[src/rtl/mem_bus_bridge_if.sv]
// CPU-side and memory-side signal bundle for mem_bus_bridge.
// The bridge connects through the slave modport; the control unit and memory model use master.
interface mem_bus_bridge_if #(
  parameter int ADDR_W = 32,
  parameter int DATA_W = 32
);
  logic              cpu_req;
  logic              cpu_we;
  logic [ADDR_W-1:0] cpu_addr;
  logic [DATA_W-1:0] cpu_wdata;
  logic [DATA_W-1:0] cpu_rdata;
  logic              cpu_ready;
  logic              cpu_err;
  logic              busy;
  logic              mem_req;
  logic              mem_we;
  logic [ADDR_W-1:0] mem_addr;
  logic [DATA_W-1:0] mem_wdata;
  logic [DATA_W-1:0] mem_rdata;
  logic              mem_ack;

  modport slave (
    input  cpu_req, cpu_we, cpu_addr, cpu_wdata, mem_rdata, mem_ack,
    output cpu_rdata, cpu_ready, cpu_err, busy, mem_req, mem_we, mem_addr, mem_wdata
  );

  modport master (
    output cpu_req, cpu_we, cpu_addr, cpu_wdata, mem_rdata, mem_ack,
    input  cpu_rdata, cpu_ready, cpu_err, busy, mem_req, mem_we, mem_addr, mem_wdata
  );
endinterface

[src/rtl/mem_bus_bridge.sv]
// Single-word CPU-to-memory bridge: req/ack handshake, misalignment check and
// wait timeout, with a one-cycle ready/err completion pulse to the control unit.
module mem_bus_bridge #(
  parameter int ADDR_W  = 32,
  parameter int DATA_W  = 32,
  parameter int TIMEOUT = 255,
  parameter int CNT_W   = 8
) (
  input  logic                clk,
  input  logic                reset,
  mem_bus_bridge_if.slave     bus
);
  typedef enum logic [1:0] {IDLE, WAIT, DONE} state_t;

  state_t            state, state_d;
  logic [CNT_W-1:0]  cnt, cnt_d;
  logic [DATA_W-1:0] rdata_q, rdata_d;
  logic              ready_q, ready_d;
  logic              err_q, err_d;
  logic              req_q, req_d;
  logic              we_q, we_d;
  logic [ADDR_W-1:0] addr_q, addr_d;
  logic [DATA_W-1:0] wdata_q, wdata_d;

  logic misaligned, timed_out;
  assign misaligned = (bus.cpu_addr[1:0] != 2'b00);
  assign timed_out  = (cnt == CNT_W'(TIMEOUT));

  always_ff @(posedge clk or negedge reset) begin
    if (!reset) begin
      state   <= IDLE;
      cnt     <= '0;
      rdata_q <= '0;
      ready_q <= 1'b0;
      err_q   <= 1'b0;
      req_q   <= 1'b0;
      we_q    <= 1'b0;
      addr_q  <= '0;
      wdata_q <= '0;
    end else begin
      state   <= state_d;
      cnt     <= cnt_d;
      rdata_q <= rdata_d;
      ready_q <= ready_d;
      err_q   <= err_d;
      req_q   <= req_d;
      we_q    <= we_d;
      addr_q  <= addr_d;
      wdata_q <= wdata_d;
    end
  end

  always_comb begin
    state_d = state;
    case (state)
      IDLE:    if (bus.cpu_req) state_d = misaligned ? DONE : WAIT;
      WAIT:    if (bus.mem_ack || timed_out) state_d = DONE;
      DONE:    state_d = IDLE;
      default: state_d = IDLE;
    endcase
  end

  // Next values of the registered outputs; ready/err only assert on entry to DONE.
  always_comb begin
    cnt_d   = cnt;
    rdata_d = rdata_q;
    ready_d = 1'b0;
    err_d   = 1'b0;
    req_d   = req_q;
    we_d    = we_q;
    addr_d  = addr_q;
    wdata_d = wdata_q;
    case (state)
      IDLE: if (bus.cpu_req) begin
        we_d    = bus.cpu_we;
        addr_d  = bus.cpu_addr;
        wdata_d = bus.cpu_wdata;
        if (misaligned) begin
          ready_d = 1'b1;
          err_d   = 1'b1;
        end else begin
          req_d = 1'b1;
          cnt_d = '0;
        end
      end
      WAIT: begin
        // Ack takes priority over an expiring timeout in the same cycle.
        if (bus.mem_ack) begin
          req_d   = 1'b0;
          ready_d = 1'b1;
          if (!we_q) rdata_d = bus.mem_rdata;
        end else if (timed_out) begin
          req_d   = 1'b0;
          ready_d = 1'b1;
          err_d   = 1'b1;
        end else begin
          cnt_d = cnt + 1'b1;
        end
      end
      default: ;
    endcase
  end

  assign bus.busy      = (state != IDLE);
  assign bus.cpu_rdata = rdata_q;
  assign bus.cpu_ready = ready_q;
  assign bus.cpu_err   = err_q;
  assign bus.mem_req   = req_q;
  assign bus.mem_we    = we_q;
  assign bus.mem_addr  = addr_q;
  assign bus.mem_wdata = wdata_q;
endmodule

[src/flat_wrapper.sv]
// flat-port wrapper written by rule: the top's interface ports become plain ports
module mem_bus_bridge_flat 
#(
  parameter int ADDR_W  = 32,
  parameter int DATA_W  = 32,
  parameter int TIMEOUT = 255,
  parameter int CNT_W   = 8
)
  (clk, reset, bus_cpu_req, bus_cpu_we, bus_cpu_addr, bus_cpu_wdata, bus_mem_rdata, bus_mem_ack, bus_cpu_rdata, bus_cpu_ready, bus_cpu_err, bus_busy, bus_mem_req, bus_mem_we, bus_mem_addr, bus_mem_wdata);
  mem_bus_bridge_if #(.ADDR_W(ADDR_W), .DATA_W(DATA_W)) bus_i ();
  input  logic clk;
  input  logic reset;
  input wire logic [$bits(bus_i.cpu_req)-1:0] bus_cpu_req;
  input wire logic [$bits(bus_i.cpu_we)-1:0] bus_cpu_we;
  input wire logic [$bits(bus_i.cpu_addr)-1:0] bus_cpu_addr;
  input wire logic [$bits(bus_i.cpu_wdata)-1:0] bus_cpu_wdata;
  input wire logic [$bits(bus_i.mem_rdata)-1:0] bus_mem_rdata;
  input wire logic [$bits(bus_i.mem_ack)-1:0] bus_mem_ack;
  output wire logic [$bits(bus_i.cpu_rdata)-1:0] bus_cpu_rdata;
  output wire logic [$bits(bus_i.cpu_ready)-1:0] bus_cpu_ready;
  output wire logic [$bits(bus_i.cpu_err)-1:0] bus_cpu_err;
  output wire logic [$bits(bus_i.busy)-1:0] bus_busy;
  output wire logic [$bits(bus_i.mem_req)-1:0] bus_mem_req;
  output wire logic [$bits(bus_i.mem_we)-1:0] bus_mem_we;
  output wire logic [$bits(bus_i.mem_addr)-1:0] bus_mem_addr;
  output wire logic [$bits(bus_i.mem_wdata)-1:0] bus_mem_wdata;
  assign bus_i.cpu_req = bus_cpu_req;
  assign bus_i.cpu_we = bus_cpu_we;
  assign bus_i.cpu_addr = bus_cpu_addr;
  assign bus_i.cpu_wdata = bus_cpu_wdata;
  assign bus_i.mem_rdata = bus_mem_rdata;
  assign bus_i.mem_ack = bus_mem_ack;
  assign bus_cpu_rdata = bus_i.cpu_rdata;
  assign bus_cpu_ready = bus_i.cpu_ready;
  assign bus_cpu_err = bus_i.cpu_err;
  assign bus_busy = bus_i.busy;
  assign bus_mem_req = bus_i.mem_req;
  assign bus_mem_we = bus_i.mem_we;
  assign bus_mem_addr = bus_i.mem_addr;
  assign bus_mem_wdata = bus_i.mem_wdata;
  mem_bus_bridge #(.ADDR_W(ADDR_W), .DATA_W(DATA_W), .TIMEOUT(TIMEOUT), .CNT_W(CNT_W)) u_core (.clk(clk), .reset(reset), .bus(bus_i));
endmodule
[config.mk]
export PLATFORM = sky130hd
export DESIGN_NAME = mem_bus_bridge_flat
export DESIGN_NICKNAME = d
export VERILOG_FILES = /design/src/rtl/mem_bus_bridge_if.sv /design/src/rtl/mem_bus_bridge.sv /design/src/flat_wrapper.sv
export SDC_FILE = /design/constraint.sdc
export NUM_CORES = 1
export LEC_CHECK = 0
export CAP_MARGIN = 20
export CORE_UTILIZATION = 37
export CTS_CLUSTER_DIAMETER = 200
export DETAILED_ROUTE_END_ITERATION = 8
export PLACE_DENSITY = 0.75
export SLEW_MARGIN = 20
export SYNTH_ARGS = -nofsm -noshare
export SYNTH_HDL_FRONTEND = slang
export SYNTH_SLANG_ARGS = --single-unit
[constraint.sdc]
create_clock -name clk -period 1.4 [get_ports clk]
set_input_delay 0.28 -clock clk [delete_from_list [all_inputs] [get_ports clk]]
set_output_delay 0.28 -clock clk [all_outputs]
set_load 0.01 [all_outputs]
# Word-level counts from Yosys, hierarchy flattened
# Index checks and enable logic that the tools add are counted.
# op_classes
add_sub_neg	1
n_eq_ne	8
n_mux	21
bitwise_logic	1
reduce_logical	10
# ops
op	n
$mux 8	4
$pmux 8 s2	1
$mux 1	9
$add 8x1->8 const B	1
$eq 8x8->1 const B	1
$ne 2x2->1 const B	4
$mux 2	3
$pmux 1 s2	3
$reduce_bool 2->1	3
$reduce_and 5->1	1
$pmux 2 s2	1
$reduce_and 2->1	2
$reduce_and 4->1	1
$ne 3x2->1 const B	1
$reduce_and 3->1	1
$eq 2x1->1 const B	1
$logic_not 2->1	1
$ne 2x1->1 const B	1
$logic_or 1x1->1	1
$not 1->1	1
# word_totals
regBits	110
out_inout_bits	101
word_cells	50

# Depth between registers and ports, before layout
# logic_depth
depth_word	4
depth_mapped	6
ltp_nobuf	6

# Worst setup path after synthesis
# Ideal clock, no wire load.
# synth_timing
kind	reg2reg
start	register u_core.state[1]
end	register u_core.rdata_q[30] (netlist: u_core.bus.cpu_rdata[30])
setup_ns	0.128
t_arrival_ns	1.379
setup_slack_ns	-0.106
stages_incl_launch_ff	6
path_buffers	2
period_less_slack_ns	1.506
path_cell_list	dfrtp_1 > nor2b_2 > and3b_1 > buf_6 > buf_8 > mux2_1
# synth_between
elab_chain_cells	2
# synth_rtl
element	line_no	rtl
start: declaration	mem_bus_bridge.sv:15	state_t state, state_d;
start signal: assignment	mem_bus_bridge.sv:41	state <= state_d;
$eq 2x1->1	mem_bus_bridge.sv:73	case (state)
$reduce_and 3->1 (no source line)	-	
end signal: assignment	mem_bus_bridge.sv:43	rdata_q <= rdata_d;
end: declaration	mem_bus_bridge.sv:17	logic [DATA_W-1:0] rdata_q, rdata_d;
# No other way between the ends.
# A chain may end at the register's enable or synchronous reset.

# Worst setup path in the final report
# layout_timing
start	register u_core.state[0]
end	register u_core.rdata_q[4] (netlist: u_core.bus.cpu_rdata[4])
# Same word-level chain as after synthesis.

==> impl_metrics.csv <==
group,metric,value,unit
status,outcome,"finished with violations",
status,violations,"setup timing",
setup_path,crit_path_top_delay_cell,"dfrtp_1",
floorplanning,core,0.0114,mm²
yosys,synth_xor_area_share,0,%
place,numPortBuffers,201,
yosys,ys_seq_area_share,63.8,%
grt,grt_pass1_vias,3793,
timing,min_period_over_period,111,%
clock_network,clockBufferDepth,2,
setup_path,worst-setup-path-type,"reg2reg",
floorplanning,die_area,0.0121,mm²
grt,antenna_found_initial,0,
finish,drive_gt1_share,22.4,%
timing,worst_slack,-0.157,ns
yosys,synth-adder-area-share,0.290,%
worst_hold_path,hold_path.class,"in2async",
timing,relSlewSlack,75.6,%
yosys,synth_top_family_by_area,"simple AND/OR/NAND/NOR gates",
route,route.detailed.drc,0,
clock_network,cts_tree,"built",
yosys,netlist_area,0.00431,mm²
clock_network,clock-root-buffer,"clkbuf_16",
timing,fmax,0.642,GHz
floorplanning,fp.dieH,110,µm
yosys,avgSynthCellArea,10.6,µm²
clock_network,cts_buffers,9,
setup_path,critPathLaunchType,"register",
route,ant_nets,0,
floorplanning,initial_core_util,37.9,%
yosys,ys_warn_count,0,
timing,clock_skew,0.00369,ns
setup_path,cp_cell_sequence,"nor2b_4 > and3b_2 > buf_6 > buf_16 > mux2_4",
setup_path,cp_max_fo,8,
floorplanning,die_x,110,µm
finish,fin_nets,760,
yosys,yosys.area_share.simple,20.5,%
setup_path,end_kind,"register",
yosys,synth-seq-cells,110,
grt,overflow,0,
clock_network,cts.sinks,110,
yosys,synth_compound_area_share,3.07,%
finish,most-common-layout-cells,"nand2_1 (184), dfrtp_1 (109), dlygate4sd2_1 (100)",
grt,grt_max_degree,63,
timing,finalSetupViolations,108,
route,wl_per_cell,16.4,µm
run,maxCapViolations,0,
floorplanning,num_rows,39,
yosys,synthMuxAreaShare,9.37,%
power,power.density,1490,mW/mm²
timing,report.final.hold_viol_count,0,
route,drt-initial-drc-count,165,
yosys,syn-num-nets,508,
timing,tightest_slew,0.365,ns
grt,grt_pass1_wl,19300,µm
setup_path,worst-path-buf-inv,2,
setup_path,required,1.64,ns
yosys,synthCells,406,
yosys,synth.distinct_cells,31,
setup_path,crit_arrival,1.80,ns
route,vias_per_cell,4.72,
route,via_count,3796,
setup_path,max_stage_delay,0.43,ns
finish,syn_to_final_growth,77.4,%
place,gp_congestion,0.821,
power,power.leakage,3.88,nW
clock_network,htreeDepth,3,
timing,report.final.slew_viol_count,0,
route,wl,13200,µm
finish,final_common_cell,"nand2_1",
power,finalPower,11.4,mW
route,drt_pre_antenna_iters,4,
setup_path,cpLargestDelayFamily,"flip-flops",
place,hpwl,8530,µm
finish,antennaDiodeCount,0,
timing,post-route-min-period,1.56,ns
power,ir_drop,1.32,mV
floorplanning,ios,202,
clock_network,clock_latency,0.35,ns
timing,whs,0.279,ns
grt,track_usage,21.5,%
clock_network,path_clk_slew,0.07,ns
timing,grt_setup_unrepaired,"yes",
-- what timing repair did --
action,4_1_cts,5_1_grt
endpoints found under the setup margin,207,110
pin swaps,7,20
setup buffers,12,6
endpoints found under the hold margin,110,0
hold buffers,1,0
gates resized for setup,145,54
cloned,6,1
-- registers in the layout (all words and copies together) (netlist names) --
| register | cells |
|---|---|
| u_core.bus.cpu_rdata | 32 |
| u_core.bus.cpu_ready | 1 |
| u_core.bus.cpu_err | 1 |
| u_core.state | 2 |
| u_core.bus.mem_we | 1 |
| u_core.cnt | 8 |
| u_core.bus.mem_req | 1 |
| u_core.bus.mem_addr | 32 |
| u_core.bus.mem_wdata | 32 |
-- final timing paths --
path	startpoint	end	slack (ns)	cells after the start
worst min register to register	u_core.bus.mem_addr[27]	u_core.bus.mem_addr[27]	0.47	2
worst max register to register	u_core.state[0]	u_core.bus.cpu_rdata[4]	-0.16	5
worst max-delay path	u_core.state[0]	u_core.bus.cpu_rdata[4]	-0.16	5
max in group asynchronous	reset	u_core.state[1]	0.57	3
worst min-delay path	reset	u_core.bus.mem_addr[27]	0.28	2
min in group clk	bus_cpu_wdata[18]	u_core.bus.mem_wdata[18]	0.45	3
-- worst register-to-register path, cell delays in order, from the launching register on --
cell	delay [ns]
dfrtp_1	0.43
nor2b_4	0.17
and3b_2	0.24
buf_6	0.14
buf_16	0.15
mux2_4	0.31
-- logic make-up after synthesis --
family | count (synthesis)
AO/OA/AOI/OAI | 20
adder cells (fa/ha/maj) | 1
buffers and inverters | 21
flip-flops | 110
multiplexers | 33
AND/OR/NAND/NOR | 221
-- final cells by class --
| class | count | area, µm² |
|---|---|---|
| fill | 867 | 3720 |
| clock inverter | 6 | 111 |
| clock buffer | 9 | 225 |
| tap | 143 | 179 |
| sequential | 110 | 2750 |
| inverter | 3 | 13.8 |
| multi-input combinational | 275 | 1760 |
| timing repair buffer | 259 | 2610 |
-- synthesized netlist by cell type, drive strengths merged --
library cell	count	area, µm²
nand2	199	747
dfrtp	110	2750
mux2	32	394
buf	12	95.1
clkbuf	6	22.5
o21ai	6	30.0
a21oi	5	36.3
nand3	5	25.0
a31oi	4	25.0
and3	4	25.0
nor2	4	15.0
inv	3	11.3
a211o	2	17.5
nand2b	2	12.5
nor3	2	10.0
nor3b	2	25.0
a21boi	1	7.51
and3b	1	8.76
ha	1	12.5
mux2i	1	10.0
nand4	1	6.26
nor2b	1	8.76
o21a	1	7.51
o2bb2ai	1	8.76
-- metal layers --
layer | wire length (µm) | global-route usage (%) | vias to the layer above | share of wire [%]
li1 | - | - | 1797 | -
met1 | 5120 | 24.8 | 1852 | 39
met4 | 271 | 7.43 | 0 | 2.1
met5 | 0 | 0 | - | 0
met2 | 6850 | 36.8 | 126 | 52
met3 | 943 | 8.00 | 21 | 7.2
-- stage by stage --
step / setup TNS [ns] / setup WS (ns) / area [µm²] / util, % / cells
final: -9.37 / -0.157 / 7650 / 67.3 / 805
after global routing: -13.51 / -0.191 / 7650 / 67.3 / 805
after CTS: -9.15 / -0.167 / 7420 / 65.3 / 801
after detailed placement: -33.61 / -0.365 / 6780 / 59.6 / 767
after global placement: -28.31 / -0.304 / 6780 / 59.6 / 767
after floorplan: -1.62 / -0.0573 / 4350 / - / 406
-- power by group --
part | internal (mW) | total, mW | switching (mW)
logic | 2.22 | 3.91 | 1.69
registers | 4.08 | 4.59 | 0.512
clock network | 1.74 | 2.89 | 1.15
total | 8.04 | 11.4 | 3.35
(Power assumes the default switching activity.)
